==> src/rtl/vga_pkg.sv <==
// Shared VGA definitions: default 640x480 timing, RGB332 colour constants
// and the peak-hold tuning used by the VU meter.
package vga_pkg;

  // Default 640x480@60 timing
  localparam int H_ADDR = 640;
  localparam int H_FP   = 16;
  localparam int H_SYNC = 96;
  localparam int H_BP   = 48;
  localparam int V_ADDR = 480;
  localparam int V_FP   = 10;
  localparam int V_SYNC = 2;
  localparam int V_BP   = 33;

  // RGB332 colours, packed as {red[2:0], green[2:0], blue[1:0]}
  localparam logic [7:0] BLACK  = 8'b000_000_00;
  localparam logic [7:0] GREEN  = 8'b000_111_00;
  localparam logic [7:0] YELLOW = 8'b111_111_00;
  localparam logic [7:0] RED    = 8'b111_000_00;
  localparam logic [7:0] WHITE  = 8'b111_111_11;

  // Peak-hold behaviour: frames a peak is held, rows it falls per frame,
  // and marker height in rows
  localparam int PEAK_HOLD_FRAMES = 30;
  localparam int PEAK_DECAY       = 4;
  localparam int PEAK_H           = 2;
  localparam int HOLD_W           = $clog2(PEAK_HOLD_FRAMES + 1);

  // Colour zone of a bar pixel, chosen by its height above the bottom
  typedef enum logic [1:0] {
    ZONE_GREEN,
    ZONE_YELLOW,
    ZONE_RED
  } zone_e;

endpackage

==> src/rtl/vga_timing.sv <==
// Generic VGA timing generator: h/v counters, registered syncs, a registered
// frame_start pulse, plus combinational active-area and frame-tick flags
// describing the current counter position for downstream pixel logic.
module vga_timing
  import vga_pkg::*;
#(
  parameter int THADDR = H_ADDR,
  parameter int THFP   = H_FP,
  parameter int THS    = H_SYNC,
  parameter int THBP   = H_BP,
  parameter int TVADDR = V_ADDR,
  parameter int TVFP   = V_FP,
  parameter int TVS    = V_SYNC,
  parameter int TVBP   = V_BP,
  parameter int H_POL  = 0,
  parameter int V_POL  = 0,
  parameter int C_SIZE = 10
) (
  input  logic              pixel_clock,
  input  logic              reset_n,
  output logic [C_SIZE-1:0] h_count,
  output logic [C_SIZE-1:0] v_count,
  output logic              active_area,
  output logic              frame_tick,
  output logic              h_sync,
  output logic              v_sync,
  output logic              frame_start
);

  localparam int HTOT = THADDR + THFP + THS + THBP;
  localparam int VTOT = TVADDR + TVFP + TVS + TVBP;

  localparam logic [C_SIZE-1:0] H_LAST     = C_SIZE'(HTOT - 1);
  localparam logic [C_SIZE-1:0] V_LAST     = C_SIZE'(VTOT - 1);
  localparam logic [C_SIZE-1:0] H_ACT      = C_SIZE'(THADDR);
  localparam logic [C_SIZE-1:0] V_ACT      = C_SIZE'(TVADDR);
  localparam logic [C_SIZE-1:0] H_SS       = C_SIZE'(THADDR + THFP);
  localparam logic [C_SIZE-1:0] H_SE       = C_SIZE'(THADDR + THFP + THS);
  localparam logic [C_SIZE-1:0] V_SS       = C_SIZE'(TVADDR + TVFP);
  localparam logic [C_SIZE-1:0] V_SE       = C_SIZE'(TVADDR + TVFP + TVS);
  localparam logic              H_ON       = (H_POL != 0);
  localparam logic              V_ON       = (V_POL != 0);

  // Raster counters: h wraps every line, v advances on each h wrap
  always_ff @(posedge pixel_clock or negedge reset_n) begin
    if (!reset_n) begin
      h_count <= '0;
      v_count <= '0;
    end else if (h_count == H_LAST) begin
      h_count <= '0;
      v_count <= (v_count == V_LAST) ? '0 : v_count + 1'b1;
    end else begin
      h_count <= h_count + 1'b1;
    end
  end

  assign active_area = (h_count < H_ACT) && (v_count < V_ACT);
  assign frame_tick  = (h_count == '0) && (v_count == V_ACT);

  // Syncs and frame_start registered from the current counters, one cycle late
  always_ff @(posedge pixel_clock or negedge reset_n) begin
    if (!reset_n) begin
      h_sync      <= ~H_ON;
      v_sync      <= ~V_ON;
      frame_start <= 1'b0;
    end else begin
      h_sync      <= ((h_count >= H_SS) && (h_count < H_SE)) ? H_ON : ~H_ON;
      v_sync      <= ((v_count >= V_SS) && (v_count < V_SE)) ? V_ON : ~V_ON;
      frame_start <= frame_tick;
    end
  end

endmodule

==> src/rtl/vga_vu_meter.sv <==
// Multi-channel VU meter drawn over VGA. Levels are double-buffered
// (shadow/active) so a new set only takes effect at the start of vertical
// blanking. Optional per-channel peak-hold markers are built when
// VU_PEAK_HOLD_EN is defined; otherwise only the bars are drawn.
module vga_vu_meter
  import vga_pkg::*;
#(
  parameter int THADDR  = H_ADDR,
  parameter int THFP    = H_FP,
  parameter int THS     = H_SYNC,
  parameter int THBP    = H_BP,
  parameter int TVADDR  = V_ADDR,
  parameter int TVFP    = V_FP,
  parameter int TVS     = V_SYNC,
  parameter int TVBP    = V_BP,
  parameter int H_POL   = 0,
  parameter int V_POL   = 0,
  parameter int C_SIZE  = 10,
  parameter int NUM_CH  = 4,
  parameter int DW      = 9,
  parameter int BAR_W   = 64,
  parameter int BAR_GAP = 16,
  parameter int YEL_TH  = 300,
  parameter int RED_TH  = 400
) (
  input  logic                 pixel_clock,
  input  logic                 reset_n,
  input  logic [NUM_CH*DW-1:0] levels,
  input  logic                 level_valid,
  output logic                 h_sync,
  output logic                 v_sync,
  output logic [2:0]           red,
  output logic [2:0]           green,
  output logic [1:0]           blue,
  output logic                 frame_start
);

  localparam int HTOT  = THADDR + THFP + THS + THBP;
  localparam int CH_W  = $clog2(NUM_CH + 1);
  localparam int SEG_W = $clog2(BAR_W + BAR_GAP);
  localparam int LW    = ((DW > C_SIZE) ? DW : C_SIZE) + 1;

  localparam logic [C_SIZE-1:0] H_LAST      = C_SIZE'(HTOT - 1);
  localparam logic [SEG_W-1:0]  MARGIN_LAST = SEG_W'(BAR_GAP - 1);
  localparam logic [SEG_W-1:0]  SLOT_LAST   = SEG_W'(BAR_W + BAR_GAP - 1);
  localparam logic [SEG_W-1:0]  BAR_END     = SEG_W'(BAR_W);
  localparam logic [CH_W-1:0]   CH_DONE     = CH_W'(NUM_CH);

  logic [C_SIZE-1:0] h_count;
  logic [C_SIZE-1:0] v_count;
  logic              active_area;
  logic              frame_tick;

  vga_timing #(
    .THADDR (THADDR), .THFP (THFP), .THS (THS), .THBP (THBP),
    .TVADDR (TVADDR), .TVFP (TVFP), .TVS (TVS), .TVBP (TVBP),
    .H_POL  (H_POL),  .V_POL (V_POL), .C_SIZE (C_SIZE)
  ) u_timing (
    .pixel_clock (pixel_clock),
    .reset_n     (reset_n),
    .h_count     (h_count),
    .v_count     (v_count),
    .active_area (active_area),
    .frame_tick  (frame_tick),
    .h_sync      (h_sync),
    .v_sync      (v_sync),
    .frame_start (frame_start)
  );

  function automatic logic [DW-1:0] clamp_level(input logic [DW-1:0] lvl);
    if (LW'(lvl) >= LW'(TVADDR)) return DW'(TVADDR);
    return lvl;
  endfunction

  logic [DW-1:0] shadow  [NUM_CH];
  logic [DW-1:0] active  [NUM_CH];
  logic [DW-1:0] clamped [NUM_CH];

  // Clamped view of each shadow level, used whenever a frame's levels are taken
  always_comb begin
    for (int i = 0; i < NUM_CH; i++) clamped[i] = clamp_level(shadow[i]);
  end

  // Shadow captures the producer's levels on any strobe
  always_ff @(posedge pixel_clock or negedge reset_n) begin
    if (!reset_n) begin
      for (int i = 0; i < NUM_CH; i++) shadow[i] <= '0;
    end else if (level_valid) begin
      for (int i = 0; i < NUM_CH; i++) shadow[i] <= levels[i*DW +: DW];
    end
  end

  // Active levels swap only at the first blanking line, so no frame tears;
  // a strobe on this same edge lands in shadow and waits a frame
  always_ff @(posedge pixel_clock or negedge reset_n) begin
    if (!reset_n) begin
      for (int i = 0; i < NUM_CH; i++) active[i] <= '0;
    end else if (frame_tick) begin
      for (int i = 0; i < NUM_CH; i++) active[i] <= clamped[i];
    end
  end

  logic [SEG_W-1:0] seg_cnt;
  logic             in_margin;
  logic [CH_W-1:0]  ch_idx;

  // Column tracker: left margin, then BAR_W bar + BAR_GAP gap per channel,
  // parked once every channel has been drawn; state describes the current h
  always_ff @(posedge pixel_clock or negedge reset_n) begin
    if (!reset_n) begin
      seg_cnt   <= '0;
      in_margin <= 1'b1;
      ch_idx    <= '0;
    end else if (h_count == H_LAST) begin
      seg_cnt   <= '0;
      in_margin <= 1'b1;
      ch_idx    <= '0;
    end else if (in_margin) begin
      if (seg_cnt == MARGIN_LAST) begin
        seg_cnt   <= '0;
        in_margin <= 1'b0;
      end else begin
        seg_cnt <= seg_cnt + 1'b1;
      end
    end else if (ch_idx != CH_DONE) begin
      if (seg_cnt == SLOT_LAST) begin
        seg_cnt <= '0;
        ch_idx  <= ch_idx + 1'b1;
      end else begin
        seg_cnt <= seg_cnt + 1'b1;
      end
    end
  end

  logic [LW-1:0] row;
  logic          bar_col;
  logic [DW-1:0] cur_level;

  assign row     = LW'(TVADDR - 1) - LW'(v_count);
  assign bar_col = active_area && !in_margin && (ch_idx < CH_DONE) && (seg_cnt < BAR_END);

  // Select the active level of the channel under the beam
  always_comb begin
    cur_level = '0;
    for (int i = 0; i < NUM_CH; i++) begin
      if (ch_idx == CH_W'(i)) cur_level = active[i];
    end
  end

  logic marker;

`ifdef VU_PEAK_HOLD_EN
  logic [DW-1:0]     peak      [NUM_CH];
  logic [HOLD_W-1:0] hold      [NUM_CH];
  logic [DW-1:0]     decay_base[NUM_CH];
  logic [DW-1:0]     decayed   [NUM_CH];
  logic [DW-1:0]     cur_peak;

  // Decayed peak, floored at zero and never below the incoming level
  always_comb begin
    for (int i = 0; i < NUM_CH; i++) begin
      decay_base[i] = '0;
      if (LW'(peak[i]) > LW'(PEAK_DECAY)) decay_base[i] = peak[i] - DW'(PEAK_DECAY);
      decayed[i] = (clamped[i] > decay_base[i]) ? clamped[i] : decay_base[i];
    end
  end

  // Peak/hold update once per frame, alongside the active-level swap
  always_ff @(posedge pixel_clock or negedge reset_n) begin
    if (!reset_n) begin
      for (int i = 0; i < NUM_CH; i++) begin
        peak[i] <= '0;
        hold[i] <= '0;
      end
    end else if (frame_tick) begin
      for (int i = 0; i < NUM_CH; i++) begin
        if (clamped[i] >= peak[i]) begin
          peak[i] <= clamped[i];
          hold[i] <= HOLD_W'(PEAK_HOLD_FRAMES);
        end else if (hold[i] != '0) begin
          hold[i] <= hold[i] - 1'b1;
        end else begin
          peak[i] <= decayed[i];
        end
      end
    end
  end

  // Select the peak of the channel under the beam
  always_comb begin
    cur_peak = '0;
    for (int i = 0; i < NUM_CH; i++) begin
      if (ch_idx == CH_W'(i)) cur_peak = peak[i];
    end
  end

  assign marker = bar_col && (cur_peak != '0) && (row < LW'(cur_peak)) &&
                  ((row + LW'(PEAK_H)) >= LW'(cur_peak));
`else
  assign marker = 1'b0;
`endif

  zone_e      zone;
  logic [7:0] pixel_next;

  // Colour mux: peak marker over zone colour over black
  always_comb begin
    zone       = ZONE_GREEN;
    pixel_next = BLACK;
    if (row >= LW'(RED_TH))      zone = ZONE_RED;
    else if (row >= LW'(YEL_TH)) zone = ZONE_YELLOW;
    if (marker) begin
      pixel_next = WHITE;
    end else if (bar_col && (row < LW'(cur_level))) begin
      case (zone)
        ZONE_RED:    pixel_next = RED;
        ZONE_YELLOW: pixel_next = YELLOW;
        default:     pixel_next = GREEN;
      endcase
    end
  end

  // Colour register, aligned with the registered syncs
  always_ff @(posedge pixel_clock or negedge reset_n) begin
    if (!reset_n) {red, green, blue} <= BLACK;
    else          {red, green, blue} <= pixel_next;
  end

endmodule
==> config.mk <==
export PLATFORM = sky130hd
export DESIGN_NAME = vga_vu_meter
export DESIGN_NICKNAME = d
export VERILOG_FILES = /design/src/rtl/vga_pkg.sv /design/src/rtl/vga_timing.sv /design/src/rtl/vga_vu_meter.sv
export SDC_FILE = /design/constraint.sdc
export NUM_CORES = 1
export LEC_CHECK = 0
export ABC_CLOCK_PERIOD_IN_PS = 3600
export CORE_UTILIZATION = 55
export DETAILED_ROUTE_END_ITERATION = 10
export PLACE_DENSITY = 0.8
export SLEW_MARGIN = 20
export SYNTH_ARGS = -nofsm -noshare
export SYNTH_HDL_FRONTEND = slang
export SYNTH_HIERARCHICAL = 1
export SYNTH_SLANG_ARGS = --single-unit
==> constraint.sdc <==
create_clock -name pixel_clock -period 3.6 [get_ports pixel_clock]
set_input_delay 0.36 -clock pixel_clock [delete_from_list [all_inputs] [get_ports pixel_clock]]
set_output_delay 0.36 -clock pixel_clock [all_outputs]
set_load 0.03 [all_outputs]
==> results of run 1 <==
-- worst max-delay path by stage --
| stage | start | to | depth (start not counted) |
|---|---|---|---|
| final | ch_idx[0] | green[1] | 11 |
| after global routing | ch_idx[1] | green[1] | 12 |
| after detailed placement | ch_idx[0] | green[1] | 11 |
| after global placement | ch_idx[0] | red[1] | 12 |
| after floorplan | ch_idx[0] | red[1] | 12 |
| after CTS | ch_idx[0] | green[1] | 11 |
-- layer usage --
layer / global-route usage / part of all wire
met1: 0.3178 / 0.46
met2: 0.3825 / 0.50
met3: 0.03259 / 0.024
met4: 0.07692 / 0.013
met5: 0 / 0
-- kinds of logic after synthesis --
family,Yosys count,share of synthesized area
xor+xnor,17,0.02786
buf+inv,70,0.05549
other cells,1,0.0007017
mux,49,0.1028
simple gates,136,0.1386
fa+ha+maj,22,0.05151
flops,108,0.5064
compound gates,95,0.1166
-- report_power, final --
part	leakage, µW	switching, µW	total, µW	internal, µW
logic	0.00115	55.9	128	71.8
registers	0.00139	25.0	1280	1250
clock network	0.000106	476	759	283
total	0.00265	557	2160	1610
-- synthesized netlist by cell type, drive strengths merged, types with 3 or more instances --
cell       n
clkbuf    15
a221oi     6
nand4     16
a22oi      8
dfrtp    105
dfstp      3
o22ai      7
ha        22
xnor2      9
and3      10
nor2      26
mux2      47
o21ai     34
a21oi     13
inv       42
nor2b      5
xor2       8
nand2     27
nor4b      3
nand4b     3
nor3       4
or3        4
buf       13
a21o       3
a2111oi    4
nand3     24
-- through the flow --
stage                     utilization  total power, µW  setup slack, ns
after global routing           0.6554             2257           0.3610
after global placement         0.6315             1423           0.7364
final                          0.6554             2164           0.5807
after detailed placement       0.6315             1432           0.6063
after CTS                      0.6554             2181           0.5644
after floorplan                     -             1348           0.9195
-- flip-flops by register name (all words and copies together), names as in the netlist --
| signal | count |
|---|---|
| active | 36 |
| shadow | 36 |
| u_timing/h_count | 10 |
| u_timing/v_count | 10 |
| seg_cnt | 7 |
| ch_idx | 3 |
| green | 1 |
| in_margin | 1 |
| red | 1 |
| u_timing/frame_start | 1 |
| u_timing/h_sync | 1 |
| u_timing/v_sync | 1 |
-- worst reg2reg max path, stage by stage, from the launching register on --
cell	delay, ns
sky130_fd_sc_hd__dfrtp_1	0.41
sky130_fd_sc_hd__inv_1	0.13
sky130_fd_sc_hd__ha_1	0.29
sky130_fd_sc_hd__nor2b_1	0.16
sky130_fd_sc_hd__buf_4	0.17
sky130_fd_sc_hd__a221oi_1	0.08
sky130_fd_sc_hd__a2111oi_0	0.63
sky130_fd_sc_hd__a21oi_1	0.10
sky130_fd_sc_hd__ha_1	0.32
sky130_fd_sc_hd__a221oi_1	0.26
sky130_fd_sc_hd__a31oi_1	0.17
sky130_fd_sc_hd__nor3b_1	0.22
-- cell type report --
cell class,instances,area share
Tap cell,129,0.02640
Clock inverter,7,0.01453
Clock buffer,9,0.02026
Sequential cell,108,0.4427
Inverter,42,0.02579
Timing Repair Buffer,54,0.08555
Multi-Input combinational cell,321,0.3848
-- timing repair --
item | CTS | global route
hold buffers | 1 | 0
endpoints found under the setup margin | 0 | 0
endpoints found under the hold margin | 35 | 0
==> flow_metrics.env, run 1 <==
export IMPL_run_status="complete, no violations"
export IMPL_cts_root_buffer_cell="sky130_fd_sc_hd__clkbuf_8"
export IMPL_routed_wl_mm=10.72
export IMPL_worst_endpoint_required_ns=3.87
export IMPL_static_leakage_power_uw=0.002648
export IMPL_ys_async_sr_fraction=1.000
export IMPL_crit_reg2reg_launch="ch_idx[0]"
export IMPL_post_synth_instance_area_mm2=0.005344
export IMPL_timing_max_transition_violations_final=0
export IMPL_post_route_period_util=0.8387
export IMPL_overflow=0
export IMPL_fin_tns_setup_ns=0
export IMPL_ys_dominant_reg_cell="sky130_fd_sc_hd__dfrtp_1"
export IMPL_grt_first_pass_wirelength_mm=18.26
export IMPL_multiInputGateArea_mm2=0.002352
export IMPL_place_area_mm2=0.005891
export IMPL_postCtsSetupBuffers=0
export IMPL_cts_resized_gates=0
export IMPL_mostFrequentLayoutCell="sky130_fd_sc_hd__dfrtp_1"
export IMPL_dr_first_iter_drc_count=223
export IMPL_final_hold_violation_count=0
export IMPL_endpoint_kind="register"
export IMPL_synth_largest_type_area_fraction=0.4917
export IMPL_largest_area_contributor_in_the_netlist="sky130_fd_sc_hd__dfrtp_1"
export IMPL_htree_levels=3
export IMPL_synth_yosys_seq_area_share=0.5064
export IMPL_timing_critical_path_slowest_stage_cell="sky130_fd_sc_hd__a2111oi_0"
export IMPL_vias=3800
export IMPL_drive_above_1_share=0.1571
export IMPL_peakVddDrop_v=0.0002419
export IMPL_grt_pass1_vias=3773
export IMPL_final_routed_drc_violation_total=0
export IMPL_cap_viol_max_count=0
export IMPL_crit_path_start_kind="register"
export IMPL_postLayoutCellArea_mm2=0.006113
export IMPL_cts_tree="done"
export IMPL_number_of_enable_type_register_cells_in_the_synthesized_netlist=0
export IMPL_final_setup_viol_count=0
export IMPL_die_width_um=100.6
export IMPL_yosys_register_bits=108
export IMPL_start_util=0.5729
export IMPL_power_density_mw_per_mm2=354.0
export IMPL_grt_usage=0.2320
export IMPL_ff_latch_area_mm2=0.002706
export IMPL_layoutNonFillerInstCount=670
export IMPL_cts_path_max_buffers=2
export IMPL_worstSetupPathType="register to register"
export IMPL_fmaxAchievable_mhz=331.2
export IMPL_yosys_warnings=6
export IMPL_synth_lib_cells_used_distinct=58
export IMPL_antenna_cells=0
export IMPL_numClockSinks=108
export IMPL_die_height_um=100.6
export IMPL_place_detailed_instances=653
export IMPL_synthToLayoutAreaGrowth_pct=14.40
export IMPL_path_cells="inv_1 -> ha_1 -> nor2b_1 -> buf_4 -> a221oi_1 -> a2111oi_0 -> a21oi_1 -> ha_1 -> a221oi_1 -> a31oi_1 -> nor3b_1"
export IMPL_hpwl_mm=7.717
export IMPL_number_of_antenna_violations_at_the_first_check_in_global_routing=0
export IMPL_number_of_i_o_pins=50
export IMPL_timing_worst_slew_pin_value_ns=0.7246
export IMPL_worst_endpoint_arrival_ns=3.29
export IMPL_clkLatencyLatePin_ns=0.37
export IMPL_timing_slew_headroom=0.5158
export IMPL_placeableCoreArea_mm2=0.009328
export IMPL_cts_inserted_buffers=9
export IMPL_worstHoldPathType="primary input to asynchronous set/reset pin"
export IMPL_timing_final_crit_period_ns=3.019
export IMPL_crit_reg2reg_capture="green[1]"
export IMPL_grt_setup_unrepaired="no"
export IMPL_mapped_cells=498
export IMPL_layout_cells_most_common_list="105 x sky130_fd_sc_hd__dfrtp_1, 47 x sky130_fd_sc_hd__mux2_2, 46 x sky130_fd_sc_hd__clkdlybuf4s50_1"
export IMPL_rows=35
export IMPL_route_detailed_vias_per_inst=5.672
export IMPL_buffer_ports_inserted=47
export IMPL_critical_path_top_delay_family="compound AO/OA/AOI/OAI gates"
export IMPL_timing_clock_skew_ns=0.01826
export IMPL_syn_avg_cell_area_um2=10.73
export IMPL_fp_dieArea_mm2=0.01011
export IMPL_wl_cell_um=16.00
export IMPL_count_of_filler_cells_inserted_in_the_layout=734
export IMPL_finish_net_count=597
export IMPL_timing_critical_path_slowest_cell_delay_ns=0.63
export IMPL_hold_slack_ns=0.4750
export IMPL_pin_count_of_the_biggest_net_entering_global_routing=44
export IMPL_rr_worst_depth=11
export IMPL_final_antenna_net_count=0
export IMPL_drt_pass1_iter_count=4
export IMPL_ys_top_cells_by_area="sky130_fd_sc_hd__dfrtp_1 49%, sky130_fd_sc_hd__mux2_2 9.9%, sky130_fd_sc_hd__ha_1 5.2%"
export IMPL_gp_congestion=0.8079
export IMPL_clock_pin_slew_on_the_worst_setup_and_hold_paths_ns=0.12
export IMPL_critPathMaxFanout=8
export IMPL_critical_path_buf_inv_count=2
export IMPL_reg2reg_setup_slack_ns=0.58
No activity file was read; power rests on OpenSTA's default activity.
==> run 2: changes to the inputs <==
ABC_CLOCK_PERIOD_IN_PS = 2700   (was 3600)
CORE_UTILIZATION = 52   (was 55)
PLACE_DENSITY = 0.79   (was 0.8)
clock period = 2.7 ns   (was 3.6 ns; I/O delays follow)
==> flow_metrics.env, run 2 (same netlist as run 1, synthesis figures left out) <==
export IMPL_routed_wl_mm=11.17
export IMPL_overflow=0
export IMPL_min_path_cells=3
export IMPL_postLayoutCellArea_mm2=0.006367
export IMPL_numClockSinks=108
export IMPL_gp_congestion=0.8665
export IMPL_worstHoldPathType="primary input to register"
export IMPL_placeableCoreArea_mm2=0.009864
export IMPL_rr_worst_depth=12
export IMPL_met2_wirelength_mm=5.481
export IMPL_cts_root_buffer_cell="sky130_fd_sc_hd__clkbuf_8"
export IMPL_crit_reg2reg_launch="ch_idx[0]"
export IMPL_vias=3920
export IMPL_timing_critical_path_slowest_cell_delay_ns=0.47
export IMPL_layout_cells_most_common_list="104 x sky130_fd_sc_hd__dfrtp_1, 47 x sky130_fd_sc_hd__mux2_2, 46 x sky130_fd_sc_hd__clkdlybuf4s50_1"
export IMPL_clock_pin_slew_on_the_worst_setup_and_hold_paths_ns=0.10
export IMPL_static_leakage_power_uw=0.002751
export IMPL_min_delay_worst_endpoint="shadow[28]"
export IMPL_synthToLayoutAreaGrowth_pct=19.15
export IMPL_final_hold_violation_count=0
export IMPL_final_antenna_net_count=0
export IMPL_timing_slew_headroom=0.5320
export IMPL_fp_dieArea_mm2=0.01069
export IMPL_pin_count_of_the_biggest_net_entering_global_routing=56
export IMPL_endpoint_kind="register"
export IMPL_detail_route_wirelength_met1_mm=5.059
export IMPL_final_setup_viol_count=0
export IMPL_grt_first_pass_wirelength_mm=18.13
export IMPL_rows=36
export IMPL_power_density_mw_per_mm2=455.5
export IMPL_crit_path_start_kind="register"
export IMPL_cap_viol_max_count=0
export IMPL_drive_above_1_share=0.2123
export IMPL_start_util=0.5417
export IMPL_critical_path_top_delay_family="compound AO/OA/AOI/OAI gates"
export IMPL_buffer_ports_inserted=47
export IMPL_critical_path_cell_count=12
export IMPL_timing_clock_skew_ns=0.01009
export IMPL_critPathMaxFanout=7
export IMPL_finalPower_uw=2900
export IMPL_grt_usage=0.2215
export IMPL_antenna_cells=0
export IMPL_fmaxAchievable_mhz=375.6
export IMPL_largest_registers="active: 36 flops, shadow: 36 flops"
export IMPL_htree_levels=3
export IMPL_die_height_um=103.4
export IMPL_reg2reg_setup_slack_ns=0.04
export IMPL_met3RoutedLength_um=418
export IMPL_worst_endpoint_arrival_ns=2.96
export IMPL_mostFrequentLayoutCell="sky130_fd_sc_hd__dfrtp_1"
export IMPL_timing_worst_slew_pin_value_ns=0.7021
export IMPL_number_of_i_o_pins=50
export IMPL_cts_inserted_buffers=9
export IMPL_run_status="complete, no violations"
export IMPL_dr_first_iter_drc_count=224
export IMPL_place_area_mm2=0.005966
export IMPL_worst_endpoint_required_ns=3.00
export IMPL_layoutNonFillerInstCount=684
export IMPL_fin_tns_setup_ns=0
export IMPL_highest_layer="met4"
export IMPL_hpwl_mm=7.715
export IMPL_timing_critical_path_slowest_stage_cell="sky130_fd_sc_hd__dfrtp_2"
export IMPL_post_route_period_util=0.9861
export IMPL_timing_max_transition_violations_final=0
export IMPL_path_cells="inv_4 -> ha_4 -> nor2b_4 -> buf_6 -> a221oi_1 -> a2111oi_0 -> a21oi_1 -> ha_1 -> and3_1 -> o211ai_1 -> a31oi_2 -> a311oi_2"
export IMPL_hold_slack_ns=0.4391
export IMPL_cts_path_max_buffers=2
export IMPL_clkLatencyLatePin_ns=0.39
export IMPL_timing_final_crit_period_ns=2.662
export IMPL_final_routed_drc_violation_total=0
export IMPL_number_of_antenna_violations_at_the_first_check_in_global_routing=0
export IMPL_hold_path_origin="levels[1]"
export IMPL_grt_pass1_vias=3775
export IMPL_peakVddDrop_v=0.0003974
export IMPL_place_detailed_instances=663
export IMPL_cts_tree="done"
export IMPL_wl_cell_um=16.33
export IMPL_route_detailed_vias_per_inst=5.731
export IMPL_crit_reg2reg_capture="red[1]"
export IMPL_critical_path_buf_inv_count=2
export IMPL_die_width_um=103.4
export IMPL_finish_net_count=607
export IMPL_drt_pass1_iter_count=5
export IMPL_worstSetupPathType="register to register"
## run 2: cell types whose count changed in the layout (fill, tap and decap cells not counted), moves of 3 or more
cell	before	now
sky130_fd_sc_hd__a2111oi_0	4	1
sky130_fd_sc_hd__a221oi_1	6	1
sky130_fd_sc_hd__a221oi_2	0	5
sky130_fd_sc_hd__buf_4	7	14
sky130_fd_sc_hd__clkinv_8	3	0
sky130_fd_sc_hd__ha_1	22	18
sky130_fd_sc_hd__ha_4	0	4
## run 2: stage by stage
stage                     utilization  setup WS (ns)
final                          0.6455        0.03760
after global routing           0.6455       -0.09210
after CTS                      0.6287       0.001439
after detailed placement       0.6048        -0.1089
after global placement         0.6048        0.05353
after floorplan                     -        0.01953
## run 2: routing by layer
layer,track usage,vias up
li1,-,1852
met1,0.2970,1961
met2,0.3612,84
met3,0.04637,23
met4,0.07151,0
met5,0,-
## run 2: what timing repair did
action / CTS / global route
pin swaps: 5 / 14
hold buffers: 1 / 0
endpoints found under the setup margin: 2 / 2
setup buffers: 1 / 3
resized for setup: 5 / 28
endpoints found under the hold margin: 51 / 0
## run 2: worst min-delay path, stage by stage
cell and delay (ns):
sky130_fd_sc_hd__clkdlybuf4s50_1 0.39, sky130_fd_sc_hd__nand2_1 0.06, sky130_fd_sc_hd__o21ai_0 0.07
## run 2: how the worst max path moves through the flow
stage                          from      to  slack, ns
after detailed placement  ch_idx[0]  red[1]      -0.11
after CTS                 ch_idx[0]  red[1]      0.001
after global placement    ch_idx[0]  red[1]       0.05
after floorplan           ch_idx[0]  red[1]       0.02
final                     ch_idx[0]  red[1]       0.04
after global routing      ch_idx[0]  red[1]      -0.09
## run 2: final cells by class
class | instances | area, µm²
Fill cell | 761 | 3497
Sequential cell | 108 | 2708
Multi-Input combinational cell | 321 | 2502
Timing Repair Buffer | 64 | 626.9
Tap cell | 133 | 166.4
Inverter | 42 | 160.2
Clock buffer | 9 | 123.9
Clock inverter | 7 | 80.08
## run 2: power breakdown
group	internal, µW	total (µW)	switching, µW
registers	1670	1700	34.7
clock network	442	1030	584
logic	96.8	170	73.6
total	2210	2900	692
==> run 3: changes to the inputs <==
CELL_PAD_IN_SITES_DETAIL_PLACEMENT = 0   (was unset)
CELL_PAD_IN_SITES_GLOBAL_PLACEMENT = 1   (was unset)
CORE_UTILIZATION = 41   (was 52)
==> flow_metrics.env, run 3 (same netlist as run 1, synthesis figures left out) <==
export IMPL_post_route_period_util=0.9955
export IMPL_worst_endpoint_required_ns=2.97
export IMPL_static_leakage_power_uw=0.002789
export IMPL_cts_path_max_buffers=2
export IMPL_layout_cells_most_common_list="105 x sky130_fd_sc_hd__dfrtp_1, 47 x sky130_fd_sc_hd__mux2_2, 46 x sky130_fd_sc_hd__clkdlybuf4s50_1"
export IMPL_fmaxAchievable_mhz=372.0
export IMPL_critical_path_buf_inv_count=2
export IMPL_use_met3=0.04203
export IMPL_critical_path_top_delay_family="compound AO/OA/AOI/OAI gates"
export IMPL_largest_registers="active: 36 flops, shadow: 36 flops"
export IMPL_postLayoutCoreUtil=0.5103
export IMPL_timing_slew_headroom=0.5377
export IMPL_wl_cell_um=15.26
export IMPL_drt_pass1_iter_count=4
export IMPL_worstSetupPathType="register to register"
export IMPL_critPathMaxFanout=7
export IMPL_htree_levels=3
export IMPL_pin_count_of_the_biggest_net_entering_global_routing=54
export IMPL_placeableCoreArea_mm2=0.01267
export IMPL_final_hold_violation_count=0
export IMPL_timing_max_transition_violations_final=0
export IMPL_hpwl_mm=7.920
export IMPL_number_of_antenna_violations_at_the_first_check_in_global_routing=0
export IMPL_number_of_i_o_pins=50
export IMPL_grt_pass1_vias=3796
export IMPL_worst_endpoint_arrival_ns=2.96
export IMPL_finish_net_count=613
export IMPL_clock_pin_slew_on_the_worst_setup_and_hold_paths_ns=0.08
export IMPL_crit_path_start_kind="register"
export IMPL_synthToLayoutAreaGrowth_pct=21.00
export IMPL_pre_cts_ws_ns=0.001956
export IMPL_overflow=0
export IMPL_start_util=0.4217
export IMPL_postLayoutCellArea_mm2=0.006466
export IMPL_timing_critical_path_slowest_stage_cell="sky130_fd_sc_hd__a2111oi_1"
export IMPL_cap_viol_max_count=0
export IMPL_grt_first_pass_wirelength_mm=18.63
export IMPL_die_width_um=116.2
export IMPL_grt_usage=0.1814
export IMPL_cts_inserted_buffers=9
export IMPL_final_setup_viol_count=0
export IMPL_drive_above_1_share=0.2050
export IMPL_place_area_mm2=0.006040
export IMPL_timing_critical_path_slowest_cell_delay_ns=0.44
export IMPL_peakVddDrop_v=0.0004522
export IMPL_timing_worst_slew_pin_value_ns=0.6908
export IMPL_endpoint_kind="register"
export IMPL_final_routed_drc_violation_total=0
export IMPL_cts_root_buffer_cell="sky130_fd_sc_hd__clkbuf_16"
export IMPL_numClockSinks=108
export IMPL_gp_congestion=0.8594
export IMPL_buffer_ports_inserted=47
export IMPL_power_density_mw_per_mm2=485.1
export IMPL_count_of_filler_cells_inserted_in_the_layout=1165
export IMPL_path_cells="inv_2 -> ha_2 -> nor2b_4 -> buf_6 -> a221oi_1 -> a2111oi_1 -> a21oi_1 -> ha_1 -> a221oi_2 -> a31oi_2 -> a311oi_2"
export IMPL_route_detailed_vias_per_inst=5.209
export IMPL_routed_wl_mm=11.11
export IMPL_cts_tree="done"
export IMPL_clkLatencyLatePin_ns=0.36
export IMPL_timing_final_crit_period_ns=2.688
export IMPL_gr_max_usage_layer="met2"
export IMPL_fp_dieArea_mm2=0.01349
export IMPL_vias=3792
export IMPL_postLayoutSetupSlackWorst_ns=0.01213
export IMPL_final_antenna_net_count=0
export IMPL_rows=41
export IMPL_gr_usage_met1=0.2324
export IMPL_dr_first_iter_drc_count=202
export IMPL_die_height_um=116.2
export IMPL_mostFrequentLayoutCell="sky130_fd_sc_hd__dfrtp_1"
export IMPL_antenna_cells=0
export IMPL_timing_clock_skew_ns=0.009223
export IMPL_worstHoldPathType="primary input to register"
export IMPL_grt_util_met2=0.2976
export IMPL_hold_slack_ns=0.4688
export IMPL_run_status="complete, no violations"
## run 3: where the power goes
group,internal [µW],total [µW],switching [µW]
clock network,640,1260,623
logic,96.7,171,74.6
registers,1670,1700,32.4
total,2410,3140,730
## run 3: worst reg2reg max path, stage by stage (launching register included)
cell                        delay [ns]
sky130_fd_sc_hd__dfrtp_1          0.42
sky130_fd_sc_hd__inv_2            0.08
sky130_fd_sc_hd__ha_2             0.21
sky130_fd_sc_hd__nor2b_4          0.12
sky130_fd_sc_hd__buf_6            0.13
sky130_fd_sc_hd__a221oi_1         0.08
sky130_fd_sc_hd__a2111oi_1        0.44
sky130_fd_sc_hd__a21oi_1          0.10
sky130_fd_sc_hd__ha_1             0.33
sky130_fd_sc_hd__a221oi_2         0.30
sky130_fd_sc_hd__a31oi_2          0.15
sky130_fd_sc_hd__a311oi_2         0.24
## run 3: what timing repair did
| action | 4_1_cts | 5_1_grt |
|---|---|---|
| buffers inserted | 0 | 4 |
| hold endpoints to repair | 48 | 0 |
| resized for setup | 0 | 24 |
| endpoints found under the setup margin | 1 | 2 |
| hold buffers | 1 | 0 |
| pin swaps | 1 | 13 |
| gates cloned | 0 | 1 |
## run 3: worst paths after layout
check	end	depth (start not counted)	slack (ns)	startpoint
worst max register to register	red[1]	11	0.01	ch_idx[1]
worst max-delay path	red[1]	11	0.01	ch_idx[1]
min in group asynchronous	u_timing/h_count[0]	2	0.49	reset_n
worst min-delay path	shadow[28]	3	0.47	levels[1]
max in group asynchronous	u_timing/h_sync	3	1.37	reset_n
worst min register to register	active[3]	2	0.51	shadow[3]
## run 3: through the flow
stage	std cells	total power (µW)	TNS [ns]
after detailed placement	707	1910	0
final	728	3137	0
after CTS	723	3182	0
after global placement	707	1900	0
after floorplan	499	1797	0
after global routing	728	3267	-0.08310
## run 3: metal layers
metal  vias to the layer above  part of all wire
met5                         -                 0
met4                         0             0.022
met3                        18             0.030
met2                        59              0.49
met1                      1836              0.46
li1                       1879                 -
## run 3: area by class of cell
type / instances / area (µm²) / share of cell area
tap: 172 / 215.2 / 0.03328
clock buffer: 9 / 225.2 / 0.03483
inverter: 42 / 157.7 / 0.02438
timing repair buffer: 70 / 660.6 / 0.1022
sequential: 108 / 2706 / 0.4185
clock inverter: 6 / 53.80 / 0.008320
multi-input combinational: 321 / 2447 / 0.3785
